===== src/rtl/seg_pkg.sv =====
// Shared constants for the seven-segment scan driver: display code values
// and the segment patterns they map to. Patterns are {a,b,c,d,e,f,g,h}
// with a as MSB; bit h (decimal point) is always 0 here and is merged
// in separately by the driver.
package seg_pkg;

    // Display codes (5 bits). Bit 4 set means "hex digit in bits 3:0".
    localparam logic [4:0] CODE_BLANK  = 5'b00000;
    localparam logic [4:0] CODE_UP     = 5'b00001;
    localparam logic [4:0] CODE_DOWN   = 5'b00010;
    localparam logic [4:0] CODE_UPDOWN = 5'b00011;
    localparam int         HEX_FLAG    = 4;

    // Segment patterns
    localparam logic [7:0] SEG_OFF    = 8'h00;
    localparam logic [7:0] SEG_UP     = 8'hC0;
    localparam logic [7:0] SEG_DOWN   = 8'h18;
    localparam logic [7:0] SEG_UPDOWN = 8'hD8;

    localparam logic [7:0] SEG_HEX_0 = 8'hFC;
    localparam logic [7:0] SEG_HEX_1 = 8'h60;
    localparam logic [7:0] SEG_HEX_2 = 8'hDA;
    localparam logic [7:0] SEG_HEX_3 = 8'hF2;
    localparam logic [7:0] SEG_HEX_4 = 8'h66;
    localparam logic [7:0] SEG_HEX_5 = 8'hB6;
    localparam logic [7:0] SEG_HEX_6 = 8'hBE;
    localparam logic [7:0] SEG_HEX_7 = 8'hE0;
    localparam logic [7:0] SEG_HEX_8 = 8'hFE;
    localparam logic [7:0] SEG_HEX_9 = 8'hF6;
    localparam logic [7:0] SEG_HEX_A = 8'hEE;
    localparam logic [7:0] SEG_HEX_B = 8'h3E;
    localparam logic [7:0] SEG_HEX_C = 8'h9C;
    localparam logic [7:0] SEG_HEX_D = 8'h7A;
    localparam logic [7:0] SEG_HEX_E = 8'h9E;
    localparam logic [7:0] SEG_HEX_F = 8'h8E;

    // Hex nibble to segment pattern (lower-case b and d shapes for 0xB/0xD).
    function automatic logic [7:0] hex_pattern(input logic [3:0] nib);
        logic [7:0] pat;
        case (nib)
            4'h0: pat = SEG_HEX_0;
            4'h1: pat = SEG_HEX_1;
            4'h2: pat = SEG_HEX_2;
            4'h3: pat = SEG_HEX_3;
            4'h4: pat = SEG_HEX_4;
            4'h5: pat = SEG_HEX_5;
            4'h6: pat = SEG_HEX_6;
            4'h7: pat = SEG_HEX_7;
            4'h8: pat = SEG_HEX_8;
            4'h9: pat = SEG_HEX_9;
            4'hA: pat = SEG_HEX_A;
            4'hB: pat = SEG_HEX_B;
            4'hC: pat = SEG_HEX_C;
            4'hD: pat = SEG_HEX_D;
            4'hE: pat = SEG_HEX_E;
            default: pat = SEG_HEX_F;
        endcase
        return pat;
    endfunction

endpackage


===== src/rtl/seg_decode.sv =====
// Combinational display-code decoder: 5-bit code to 8-bit segment pattern.
// Unused non-hex codes decode to all segments off.
module seg_decode
    import seg_pkg::*;
(
    input  logic [4:0] code,
    output logic [7:0] pattern
);

    // Hex digits take priority; otherwise match the arrow symbols.
    always_comb begin
        pattern = SEG_OFF;
        if (code[HEX_FLAG]) begin
            pattern = hex_pattern(code[3:0]);
        end else begin
            case (code)
                CODE_BLANK:  pattern = SEG_OFF;
                CODE_UP:     pattern = SEG_UP;
                CODE_DOWN:   pattern = SEG_DOWN;
                CODE_UPDOWN: pattern = SEG_UPDOWN;
                default:     pattern = SEG_OFF;
            endcase
        end
    end

endmodule


===== src/rtl/seg_scan_driver.sv =====
// Time-multiplexed seven-segment driver. Scans DIGITS digits, SCAN_DIV
// clocks each, blanking the first GUARD clocks of every slot to avoid
// ghosting. New content is staged in pending registers and copied to the
// display registers only at a frame boundary so a frame never tears.
module seg_scan_driver
    import seg_pkg::*;
#(
    parameter int DIGITS         = 4,
    parameter int SCAN_DIV       = 1000,
    parameter int GUARD          = 2,
    parameter int BLINK_FRAMES   = 250,
    parameter int DIG_ACTIVE_LOW = 1
) (
    input  logic                  clk,
    input  logic                  rst_n,
    input  logic                  enable,
    input  logic                  load,
    input  logic [5*DIGITS-1:0]   data_in,
    input  logic [DIGITS-1:0]     dp_mask,
    input  logic [DIGITS-1:0]     blink_mask,
    output logic [7:0]            seg_out,
    output logic [DIGITS-1:0]     dig_sel,
    output logic                  frame_done
);

    localparam int SCAN_W = (SCAN_DIV > 1) ? $clog2(SCAN_DIV) : 1;
    localparam int IDX_W  = $clog2(DIGITS);
    localparam int FRM_W  = (BLINK_FRAMES > 1) ? $clog2(BLINK_FRAMES) : 1;

    localparam logic [SCAN_W-1:0] SCAN_LAST = SCAN_W'(SCAN_DIV - 1);
    localparam logic [SCAN_W-1:0] GUARD_END = SCAN_W'(GUARD);
    localparam logic [IDX_W-1:0]  IDX_LAST  = IDX_W'(DIGITS - 1);
    localparam logic [FRM_W-1:0]  FRM_LAST  = FRM_W'(BLINK_FRAMES - 1);
    localparam logic [DIGITS-1:0] DIG_OFF   =
        (DIG_ACTIVE_LOW != 0) ? {DIGITS{1'b1}} : {DIGITS{1'b0}};

    // Scan state
    logic [SCAN_W-1:0]   scan_cnt_q, scan_cnt_d;
    logic [IDX_W-1:0]    idx_q, idx_d;
    logic [FRM_W-1:0]    frame_cnt_q, frame_cnt_d;
    logic                blink_phase_q, blink_phase_d;

    // Pending (staging) and display registers
    logic [5*DIGITS-1:0] pend_data_q, pend_data_d;
    logic [DIGITS-1:0]   pend_dp_q, pend_dp_d;
    logic [DIGITS-1:0]   pend_blink_q, pend_blink_d;
    logic [5*DIGITS-1:0] disp_data_q, disp_data_d;
    logic [DIGITS-1:0]   disp_dp_q, disp_dp_d;
    logic [DIGITS-1:0]   disp_blink_q, disp_blink_d;

    // Output stage
    logic [7:0]          seg_q, seg_d;
    logic [DIGITS-1:0]   dig_sel_q, dig_sel_d;
    logic                frame_done_q, frame_done_d;

    // Helpers
    logic                slot_end;
    logic                frame_end;
    logic                commit;
    logic [4:0]          code_arr [DIGITS];
    logic [4:0]          cur_code;
    logic [7:0]          cur_pattern;
    logic                cur_dp;
    logic                cur_blink;
    logic [DIGITS-1:0]   dig_on;

    assign slot_end  = (scan_cnt_q == SCAN_LAST);
    assign frame_end = enable && slot_end && (idx_q == IDX_LAST);
    // While dark the display registers track the pending ones continuously.
    assign commit    = frame_end || !enable;

    // Split the packed display codes into per-digit entries for the index mux,
    // and build the one-hot active-high select for the current index.
    generate
        for (genvar gi = 0; gi < DIGITS; gi++) begin : g_digit
            assign code_arr[gi] = disp_data_q[5*gi +: 5];
            assign dig_on[gi]   = enable && (idx_q == IDX_W'(gi));
        end
    endgenerate

    assign cur_code  = code_arr[idx_q];
    assign cur_dp    = disp_dp_q[idx_q];
    assign cur_blink = disp_blink_q[idx_q];

    seg_decode u_decode (
        .code    (cur_code),
        .pattern (cur_pattern)
    );

    // Slot/digit/frame counters and blink phase; all cleared while disabled.
    always_comb begin
        scan_cnt_d    = scan_cnt_q;
        idx_d         = idx_q;
        frame_cnt_d   = frame_cnt_q;
        blink_phase_d = blink_phase_q;
        if (!enable) begin
            scan_cnt_d    = '0;
            idx_d         = '0;
            frame_cnt_d   = '0;
            blink_phase_d = 1'b0;
        end else begin
            if (slot_end) begin
                scan_cnt_d = '0;
                idx_d      = (idx_q == IDX_LAST) ? '0 : idx_q + 1'b1;
            end else begin
                scan_cnt_d = scan_cnt_q + 1'b1;
            end
            if (frame_end) begin
                if (frame_cnt_q == FRM_LAST) begin
                    frame_cnt_d   = '0;
                    blink_phase_d = !blink_phase_q;
                end else begin
                    frame_cnt_d = frame_cnt_q + 1'b1;
                end
            end
        end
    end

    // Pending capture and frame-synchronous display transfer; a load on the
    // transfer edge bypasses the pending registers so it is not lost.
    always_comb begin
        pend_data_d  = load ? data_in    : pend_data_q;
        pend_dp_d    = load ? dp_mask    : pend_dp_q;
        pend_blink_d = load ? blink_mask : pend_blink_q;
        disp_data_d  = disp_data_q;
        disp_dp_d    = disp_dp_q;
        disp_blink_d = disp_blink_q;
        if (commit) begin
            disp_data_d  = load ? data_in    : pend_data_q;
            disp_dp_d    = load ? dp_mask    : pend_dp_q;
            disp_blink_d = load ? blink_mask : pend_blink_q;
        end
    end

    // Registered outputs: guard blanking, blink blanking, dp merge, select.
    always_comb begin
        seg_d = SEG_OFF;
        if (enable && !(scan_cnt_q < GUARD_END) && !(blink_phase_q && cur_blink)) begin
            seg_d = {cur_pattern[7:1], cur_dp};
        end
        dig_sel_d    = dig_on ^ DIG_OFF;
        frame_done_d = frame_end;
    end

    // State and output flops.
    always_ff @(posedge clk or negedge rst_n) begin
        if (!rst_n) begin
            scan_cnt_q    <= '0;
            idx_q         <= '0;
            frame_cnt_q   <= '0;
            blink_phase_q <= 1'b0;
            pend_data_q   <= '0;
            pend_dp_q     <= '0;
            pend_blink_q  <= '0;
            disp_data_q   <= '0;
            disp_dp_q     <= '0;
            disp_blink_q  <= '0;
            seg_q         <= SEG_OFF;
            dig_sel_q     <= DIG_OFF;
            frame_done_q  <= 1'b0;
        end else begin
            scan_cnt_q    <= scan_cnt_d;
            idx_q         <= idx_d;
            frame_cnt_q   <= frame_cnt_d;
            blink_phase_q <= blink_phase_d;
            pend_data_q   <= pend_data_d;
            pend_dp_q     <= pend_dp_d;
            pend_blink_q  <= pend_blink_d;
            disp_data_q   <= disp_data_d;
            disp_dp_q     <= disp_dp_d;
            disp_blink_q  <= disp_blink_d;
            seg_q         <= seg_d;
            dig_sel_q     <= dig_sel_d;
            frame_done_q  <= frame_done_d;
        end
    end

    assign seg_out    = seg_q;
    assign dig_sel    = dig_sel_q;
    assign frame_done = frame_done_q;

endmodule

===== config.mk =====
export PLATFORM = sky130hd
export DESIGN_NAME = seg_scan_driver
export DESIGN_NICKNAME = d
export VERILOG_FILES = /design/src/rtl/seg_pkg.sv /design/src/rtl/seg_decode.sv /design/src/rtl/seg_scan_driver.sv
export SDC_FILE = /design/constraint.sdc
export NUM_CORES = 1
export LEC_CHECK = 0
export CORE_MARGIN = 8
export CORE_UTILIZATION = 51
export CTS_CLUSTER_SIZE = 30
export DETAILED_ROUTE_END_ITERATION = 8
export HOLD_SLACK_MARGIN = 0.03
export PLACE_DENSITY = 0.76
export REMOVE_ABC_BUFFERS = 1
export SLEW_MARGIN = 20
export SYNTH_ARGS = -nofsm -noshare
export SYNTH_HDL_FRONTEND = slang
export SYNTH_SLANG_ARGS = --single-unit

===== constraint.sdc =====
create_clock -name clk -period 2.22 [get_ports clk]
set_input_delay 0.666 -clock clk [delete_from_list [all_inputs] [get_ports clk]]
set_output_delay 0.666 -clock clk [all_outputs]
set_load 0.05 [all_outputs]

==> results by group <==
Run status
  – Outcome: finished, final reports clean

Final layout
  – Fraction of layout cells with a size suffix above 1: 29.97%
  – Fin nets: 418
  – Finished Layout Cells: 479
  – Design area: 4949 sq um
  – Area growth, synth to finish: 21.24%
  – Utilization after layout: 64.04%
  – Antenna Cells: 0

Worst setup path
  – Critical Path Fanout Max: 1
  – Crit-path slowest cell: clkdlybuf4s50_1
  – Worst endpoint required time: 1.55 ns
  – Startpoint Class: register
  – Reg2Reg Setup Slack: 0.12 ns
  – Critical Path Sink Type: output port
  – WP buf/inv: 1
  – Data arrival time of the worst path: 1.52 ns
  – Setup Crit Path Kind: register to output port
  – Max stage delay on crit path: 0.81 ns
  – CP top delay family: buffers and inverters
  – Worst path cell trace: clkdlybuf4s50_1

Routing
  – M1 WL: 3536 microns
  – Detailed Route Iter0 Violations: 152
  – Post-DRT Antenna Nets: 0
  – DR WL met2: 3747 microns
  – Metal3 WL: 373 microns
  – Post-route DRC violation count: 0
  – Via count: 2621
  – Final wirelength: 7837 microns
  – Detailed-route wire length per cell: 16.36 microns
  – Via density per instance: 5.472
  – Top Layer Used: met4
  – Drt pass-1 iters: 4

STA
  – Tcrit/Tclk final: 98.31%
  – Max Transition Viols Final: 0
  – Worst slew pin tran: 0.4982 ns
  – Relative slew slack: 66.69%
  – Setup Viol. Count Final: 0
  – Setup TNS: 0 ns
  – Fmax: 0.4582 GHz
  – Final WS setup: 0.03753 ns
  – Max Clock Skew: 0.009363 ns
  – Unrepaired setup endpoints after global routing: no
  – Final min period: 2.182 ns
  – Final hold viol count: 0
  – Min Hold Slack: 0.1933 ns

Synth
  – Cell accounting for the most synthesized area: dfrtp_1
  – Post-synth EDFFs: 0
  – Synth warnings: 0
  – Synth top area cells: dfrtp_1 (53%), mux2_2 (15%), ha_1 (4.3%)
  – Synthesized instance count: 312
  – Synth cell types: 46
  – Asr flop ratio synth: 100.0%
  – Synth Register Bits: 90
  – Mapped cell area: 4081 sq um
  – Yosys top cell area share: 52.73%
  – Mapped Avg Cell Area: 13.08 sq um
  – Post-synthesis sequential area ratio: 55.30%
  – Main synth FF type: dfrtp_1

Die
  – Row count: 32
  – Total die area: 11120 sq um
  – Die H: 105.5 microns
  – Die width: 105.5 microns
  – IO Pins: 45
  – Initial core utilization: 52.82%
  – Core Area: 7727 sq um

Placed design
  – Input/output buffers: 44
  – Worst slack at placement: 0.05761 ns
  – Placed Cells incl. Taps: 463
  – GPL Wtd Cong: 0.8479
  – Placed Area: 4730 sq um
  – Hpwl dp: 5657 microns

Clocking
  – Post-CTS Setup Bufs: 0
  – Clock root buffer: clkbuf_8
  – Clock Pin Slew Worst Setup and Hold Paths: 0.08 ns
  – CTS tree: done
  – Clk_lat worst skew: 0.36 ns
  – Num CTS Buffers: 9
  – CTS max path bufs: 2
  – H-tree depth: 3
  – Clock Sinks: 90

GRT
  – Gr usage total: 15.29%
  – Vias in the first global route: 2844
  – Grt total ovfl: 0
  – Pin count of the biggest net entering global routing: 49
  – First-pass GRT wire length: 13720 microns
  – Initial antenna violation count: 0

Power and ir drop
  – Pleak: 2.122 nW
  – PwrDens: 730.8 nW/um^2
  – Worst vdd ir: 0.3748 mV
  – Final total power: 3.616 mW

Job
  – Max_cap viols: 0

Hold path
  – Type of the worst min-delay path: input pin to asynchronous set/reset pin
-- final cells by class --
class | count | area, sq um
fillers | 569 | 2779
flip-flops and latches | 90 | 2258
multi-input cells | 200 | 1718
repair buffers | 60 | 585.6
well taps | 102 | 127.6
clock buffers | 9 | 123.9
clock inverters | 7 | 93.84
inverters | 11 | 41.29
-- power by group --
group          leakage, nW  switching (mW)  internal (mW)
sequential            1.11          0.0588           1.78
clock                0.105           0.573          0.631
combinational        0.906           0.280          0.294
total                 2.12           0.912           2.70
-- final timing paths --
check	start	end	cells past startpoint
max in group asynchronous	rst_n	dig_sel[0]	2
worst min register to register	scan_cnt_q[0]	scan_cnt_q[0]	1
worst max-delay path	seg_out[0]	seg_out[0]	1
min in group clk	scan_cnt_q[0]	scan_cnt_q[0]	1
worst min-delay path	rst_n	pend_data_q[13]	1
worst max register to register	idx_q[0]	seg_out[7]	5
-- placed cells by master (no fill, tap or decap), types with 2 or more instances in the layout --
master	n
dfrtp_1	85
mux2_2	56
clkdlybuf4s50_1	39
buf_4	18
nand2_1	17
nor2_1	16
ha_1	14
inv_1	10
a21oi_1	9
clkbuf_8	9
mux4_2	7
nand3_1	7
o21ai_0	7
nor2b_1	6
xnor2_1	6
and3_1	6
nor3_1	5
a22o_1	5
mux2i_1	4
or3_1	4
dfstp_2	4
nor4_1	3
or2_2	3
buf_12	3
nand4_1	2
a211oi_1	2
xor2_1	2
bufinv_16	2
clkinv_2	2
clkinvlp_4	2
-- sequential cells by signal, indices dropped and copies added (netlist names) --
name,count
pend_data_q,20
blink_phase_q,1
seg_out,8
disp_blink_q,4
pend_dp_q,4
disp_data_q,20
idx_q,2
dig_sel,4
frame_done,1
frame_cnt_q,8
scan_cnt_q,10
pend_blink_q,4
disp_dp_q,4
-- routing by layer --
metal / track usage, % / vias to the layer above
li1: - / 1234
met1: 20.00 / 1300
met2: 23.38 / 69
met3: 3.289 / 18
met4: 8.053 / 0
met5: 0 / -
-- cells by family (layout without fill, tap and decap cells) --
kind of cell / Yosys count / count (layout) / synth area share [%]
adders and majority gates: 14 / 14 / 4.292
DFF: 90 / 90 / 55.30
and+or+nand+nor: 77 / 77 / 9.841
buffers and inverters: 22 / 87 / 2.606
muxes: 67 / 67 / 20.29
AOI/OAI and AO/OA: 34 / 34 / 5.947
xor gates and xnor gates: 8 / 8 / 1.717
-- synth_stat cells (2+ instances only) --
cell type and count:
nor4_1 3, xor2_1 2, a21oi_1 9, o21ai_0 7, nand2_1 17, a211oi_1 2, mux2_2 56, nor2_1 16
buf_2 7, or3_1 4, nor3_1 5, xnor2_1 6, nor2b_1 6, nand3_1 7, mux4_2 7, dfstp_2 4
a22o_1 5, inv_1 10, clkbuf_1 2, dfrtp_1 86, mux2i_1 4, and3_1 6, buf_6 2, nand4_1 2
or2_2 3, ha_1 14
-- repair_timing --
action | CTS | global route
endpoints found under the setup margin | 0 | 4
gates resized for setup | 0 | 1
hold buffers | 0 | 0
(Power assumes the default switching activity.)
